--- src/rtl/id_ex_stage.sv ---
// -----------------------------------------------------------------------------
// id_ex_stage -- ID/EX pipeline register with execute-stage operand forwarding
// and load-use hazard detection for a classic 5-stage MIPS-like pipeline.
//
// Ports
//   clk, reset                 single clock, synchronous active-high reset
//   *_d                        decode-stage operands, specifiers, control bits
//   flush_e                    turn the next stage contents into a bubble
//   hold_e                     freeze the stage register (downstream stall)
//   reg_write_m/write_reg_m/alu_out_m   memory-stage forwarding source
//   reg_write_w/write_reg_w/result_w    writeback-stage forwarding source
//   src_a_e, src_b_e, alu_control_e     ALU operands / op
//   write_data_e, write_reg_e           store data / destination register
//   reg_write_e .. valid_e              registered control and valid
//   stall_d                    combinational load-use stall to fetch/decode
// -----------------------------------------------------------------------------
module id_ex_stage #(
  parameter int WIDTH = 32
) (
  input  logic             clk,
  input  logic             reset,
  input  logic [WIDTH-1:0] rd1_d,
  input  logic [WIDTH-1:0] rd2_d,
  input  logic [WIDTH-1:0] imm_d,
  input  logic [4:0]       rs_d,
  input  logic [4:0]       rt_d,
  input  logic [4:0]       rd_d,
  input  logic [2:0]       alu_control_d,
  input  logic             alu_src_d,
  input  logic             reg_dst_d,
  input  logic             reg_write_d,
  input  logic             mem_to_reg_d,
  input  logic             mem_write_d,
  input  logic             branch_d,
  input  logic             flush_e,
  input  logic             hold_e,
  input  logic             reg_write_m,
  input  logic [4:0]       write_reg_m,
  input  logic [WIDTH-1:0] alu_out_m,
  input  logic             reg_write_w,
  input  logic [4:0]       write_reg_w,
  input  logic [WIDTH-1:0] result_w,
  output logic [WIDTH-1:0] src_a_e,
  output logic [WIDTH-1:0] src_b_e,
  output logic [2:0]       alu_control_e,
  output logic [WIDTH-1:0] write_data_e,
  output logic [4:0]       write_reg_e,
  output logic             reg_write_e,
  output logic             mem_to_reg_e,
  output logic             mem_write_e,
  output logic             branch_e,
  output logic             valid_e,
  output logic             stall_d
);

  localparam logic [2:0] ALU_NOP = 3'b011;

  logic [WIDTH-1:0] r_rd1, r_rd2, r_imm;
  logic [4:0]       r_rs, r_rt, r_rd;
  logic [2:0]       r_alu_control;
  logic             r_alu_src, r_reg_dst, r_reg_write, r_mem_to_reg;
  logic             r_mem_write, r_branch, r_valid;

  logic             w_hazard, w_kill;
  logic [WIDTH-1:0] w_fwd_a, w_fwd_b;

  // Load in EX whose destination (rt) is read by the instruction in decode.
  assign w_hazard = r_valid & r_mem_to_reg & (r_rt != 5'd0) &
                    ((r_rt == rs_d) | (r_rt == rt_d));
  assign stall_d  = w_hazard & ~flush_e & ~hold_e;

  // Reset and flush override hold; the load-use bubble only applies when the
  // stage is free to advance. Flush plus hazard therefore gives one bubble.
  assign w_kill = reset | flush_e | (~hold_e & w_hazard);

  always_ff @(posedge clk) begin
    if (w_kill) begin
      r_rd1         <= '0;
      r_rd2         <= '0;
      r_imm         <= '0;
      r_rs          <= '0;
      r_rt          <= '0;
      r_rd          <= '0;
      r_alu_control <= ALU_NOP;
      r_alu_src     <= 1'b0;
      r_reg_dst     <= 1'b0;
      r_reg_write   <= 1'b0;
      r_mem_to_reg  <= 1'b0;
      r_mem_write   <= 1'b0;
      r_branch      <= 1'b0;
      r_valid       <= 1'b0;
    end else if (!hold_e) begin
      r_rd1         <= rd1_d;
      r_rd2         <= rd2_d;
      r_imm         <= imm_d;
      r_rs          <= rs_d;
      r_rt          <= rt_d;
      r_rd          <= rd_d;
      r_alu_control <= alu_control_d;
      r_alu_src     <= alu_src_d;
      r_reg_dst     <= reg_dst_d;
      r_reg_write   <= reg_write_d;
      r_mem_to_reg  <= mem_to_reg_d;
      r_mem_write   <= mem_write_d;
      r_branch      <= branch_d;
      r_valid       <= 1'b1;
    end
  end

  // Memory stage is younger than writeback, so it wins on a double match.
  // Register 0 is hardwired zero and never forwarded.
  function automatic logic [WIDTH-1:0] fwd(input logic [4:0] r,
                                           input logic [WIDTH-1:0] rf_val);
    if ((r != 5'd0) && reg_write_m && (write_reg_m == r))
      return alu_out_m;
    else if ((r != 5'd0) && reg_write_w && (write_reg_w == r))
      return result_w;
    else
      return rf_val;
  endfunction

  assign w_fwd_a = fwd(r_rs, r_rd1);
  assign w_fwd_b = fwd(r_rt, r_rd2);

  assign src_a_e       = w_fwd_a;
  assign src_b_e       = r_alu_src ? r_imm : w_fwd_b;
  assign write_data_e  = w_fwd_b;
  assign write_reg_e   = r_reg_dst ? r_rd : r_rt;
  assign alu_control_e = r_alu_control;
  assign reg_write_e   = r_reg_write;
  assign mem_to_reg_e  = r_mem_to_reg;
  assign mem_write_e   = r_mem_write;
  assign branch_e      = r_branch;
  assign valid_e       = r_valid;

endmodule
--- config.mk ---
export PLATFORM = sky130hd
export DESIGN_NAME = id_ex_stage
export DESIGN_NICKNAME = d
export VERILOG_FILES = /design/src/rtl/id_ex_stage.sv
export SDC_FILE = /design/constraint.sdc
export NUM_CORES = 1
export LEC_CHECK = 0
export CORE_MARGIN = 2
export CORE_UTILIZATION = 46
export CTS_CLUSTER_SIZE = 30
export DETAILED_ROUTE_END_ITERATION = 6
export HOLD_SLACK_MARGIN = 0.08
export PLACE_DENSITY = 0.89
export REMOVE_ABC_BUFFERS = 1
export SKIP_CTS_REPAIR_TIMING = 1
export SYNTH_ARGS = -nofsm -noshare
export SYNTH_HDL_FRONTEND = slang
export SYNTH_SLANG_ARGS = --single-unit
--- constraint.sdc ---
create_clock -name clk -period 4.12 [get_ports clk]
set_clock_uncertainty 0.15 [all_clocks]
set_input_delay 0.824 -clock clk [delete_from_list [all_inputs] [get_ports clk]]
set_output_delay 0.824 -clock clk [all_outputs]
set_load 0.02 [all_outputs]
==> out/metrics.yaml <==
outcome:
  status: "complete, no violations"
cts:
  cts.clk_slew.worst_paths_ps: 50
  clock_sink_count: 121
  ctsHtreeMaxLevel: 4
  cts_root_buf: "clkbuf_16"
  clockBufferDepth: 2
  cts_buffers: 17
  cts_tree: "built"
  clk_latency_ps: 410
worst_setup_path:
  critPathArrivalTime_ps: 3030
  cpPeakStageDelay_ps: 470
  path_cells: "clkdlybuf4s50_1, or3_4, a211oi_4, buf_4, buf_12, mux2i_2, a21oi_1, dlymetal6s2s_1"
  rr_worst_depth: 7
  regToRegStartpoint: "r_rt[4]"
  critical_path_class: "primary input to primary output"
  worstPathRequired_ps: 3150
  end_kind: "primary output"
  critPathBufInv: 4
  crit_family: "buffers and inverters"
  cp_slowest_cell: "clkdlybuf4s50_1"
  critPathMaxFanout: 19
  startpoint_type: "primary input"
  rrSetupSlack_ps: 1560
  r2r-end: "r_rd2[5]"
pwr:
  power_uw: 3270
  vdd.ir_drop.worst_uv: 264
  power_density_mw_per_mm2: 293
  cellLeakagePower_uw: 0.00584
worst_hold_path:
  hold_class: "flop to flop"
  hold_start: "valid_e"
  hold_depth: 2
  holdPathEnd: "valid_e"
synthesis:
  synth_area_sq_mm: 0.00684
  synth_seq_cells: 121
  synth_cell_type_count: 29
  synth_mux_area_share_pct: 27.6
  syn_avg_cell_area_sq_um: 8.77
  synth_adder_area_share_pct: 0
  synth-simple-area-share_pct: 14.5
  synth-compound-area-share_pct: 12.4
  ys_seq_area_share_pct: 35.4
  syn-instance-count: 780
  synth_top_family_by_area: "multiplexers"
  ys_warn_count: 0
  synth_xor_area_share_pct: 3.71
finish:
  syn2layout_area_growth_pct: 63.0
  nFillCells: 951
  mostFrequentLayoutCells: "clkdlybuf4s50_1, mux2i_1, nor2_1"
  final_util_pct: 76.7
  nets: 1280
  layout-drive-gt1-share_pct: 11.3
  final_common_cell: "clkdlybuf4s50_1"
routing:
  final_antenna_net_count: 0
  drt_iter0_markers: 345
  vias_per_cell: 5.47
  vias: 6984
  wl_per_cell_um: 18.9
  routed_wl_um: 24100
  post-route-drc-count: 0
  drt_first_pass_iters: 7
floorplanning:
  fp.dieArea_sq_mm: 0.0159
  fp.dieH_um: 126
  start_util_pct: 47.1
  die_w_um: 126
  pin_count: 310
  rows: 44
  coreArea_sq_mm: 0.0145
timing:
  period_share_pct: 97.2
  tightest_slew_ps: 1020
  fmax_mhz: 250
  rsz0062_at_grt: "no"
  fin_crit_ps: 4000
  hold_viol_final: 0
  max_slew_margin_pct: 32.0
  maxSlewViolCount: 0
  setup_violations: 0
  fin_ws_ps: 116
  fin_tns_setup_ps: 0
global_routing:
  overflow: 0
  antenna_found_initial: 1
  grt_pass1_vias: 6978
  grt_pass1_wl_um: 36000
  grt_max_degree: 115
  grt_util_all_layers_pct: 28.7
flow_run:
  cap_violations: 0
placed_design:
  io_buffers: 309
  gp_congestion: 0.848
  pre_cts_slack_ps: -216
  hpwl_um: 16500
kinds of logic after synthesis:
| kind of cell | after synthesis |
|---|---|
| xor+xnor | 29 |
| buf+inv | 100 |
| compound gates | 103 |
| mux | 188 |
| flops | 121 |
| simple gates | 239 |
state kept, by name, summed over array words and instances, names as in the netlist, 3 cells and up:
register and count:
r_imm 32, r_rd1 32, r_rd2 32, r_rd 5, r_rs 5, r_rt 5
alu_control_e 3
cell usage after synthesis:
cell      count  area (sq um)
a221oi_2     30           450
inv_1        35           131
nand2_1      37           139
nor2_1      155           582
xor2_1       18           158
nor4_2        3          37.5
o21ai_1      30           150
o21ai_0       3          15.0
buf_4         4          30.0
or3_4         1          11.3
a21oi_1      34           170
clkbuf_1     37           139
a22oi_1       1          7.51
dfxtp_1     121          2420
buf_2        21           105
nor3_1       34           170
and2_1        1          6.26
mux2i_1     184          1840
a211oi_4      1          20.0
nand4_1       2          12.5
a211oi_1      1          7.51
buf_6         3          33.8
nor4_1        1          6.26
or4_1         2          15.0
xnor2_1      11          96.3
nand3_1       3          15.0
o41ai_1       1          8.76
mux2_2        4          45.0
a221oi_1      2          17.5
how the worst max path moves through the flow:
| stage | startpoint | endpoint | slack [ps] | cells past startpoint |
|---|---|---|---|---|
| final | write_reg_w[2] | write_data_e[29] | 120 | 8 |
| after global routing | write_reg_w[2] | write_data_e[21] | 70 | 8 |
| after CTS | write_reg_w[2] | src_b_e[31] | -260 | 7 |
| after detailed placement | write_reg_w[2] | src_b_e[31] | -220 | 7 |
| after global placement | write_reg_w[2] | src_b_e[0] | -170 | 7 |
| after floorplan | rs_d[4] | alu_control_e[2] | -6560 | 5 |
cell type report:
class	instances	area, sq um	share of cell area, %
clock inverter	3	40.0	0.359
timing repair buffer	346	3730	33.4
tap	184	230	2.06
inverter	35	131	1.18
antenna	1	2.50	0.0224
clock buffer	27	493	4.42
sequential	121	2430	21.7
multi-input combinational	559	4100	36.8
tightest hold or removal path, stage by stage (launching register included):
cell     delay (ps)
dfxtp_1         320
inv_1            60
a21oi_1          50
power by group:
group	switching, uW	internal (uW)	total (uW)
Clock	503	868	1370
Sequential	33.1	1210	1240
Combinational	288	370	659
layer usage:
metal	vias to the layer above	global-route usage (%)	share of wire (%)
met3	68	6.97	7.1
met2	311	48.9	50
met4	0	15.8	4.0
met1	3291	33.0	39
li1	3314	-	-
met5	-	0	0
through the flow:
stage / cell area [sq um] / hold WS, ps / std cells
floorplan: 6540 / 308 / 715
global placement: 10300 / 301 / 1239
detailed placement: 10300 / 313 / 1239
CTS: 10800 / 332 / 1269
global route: 11200 / 355 / 1276
finish: 11200 / 334 / 1276
Power figures use the tool's default switching activity.
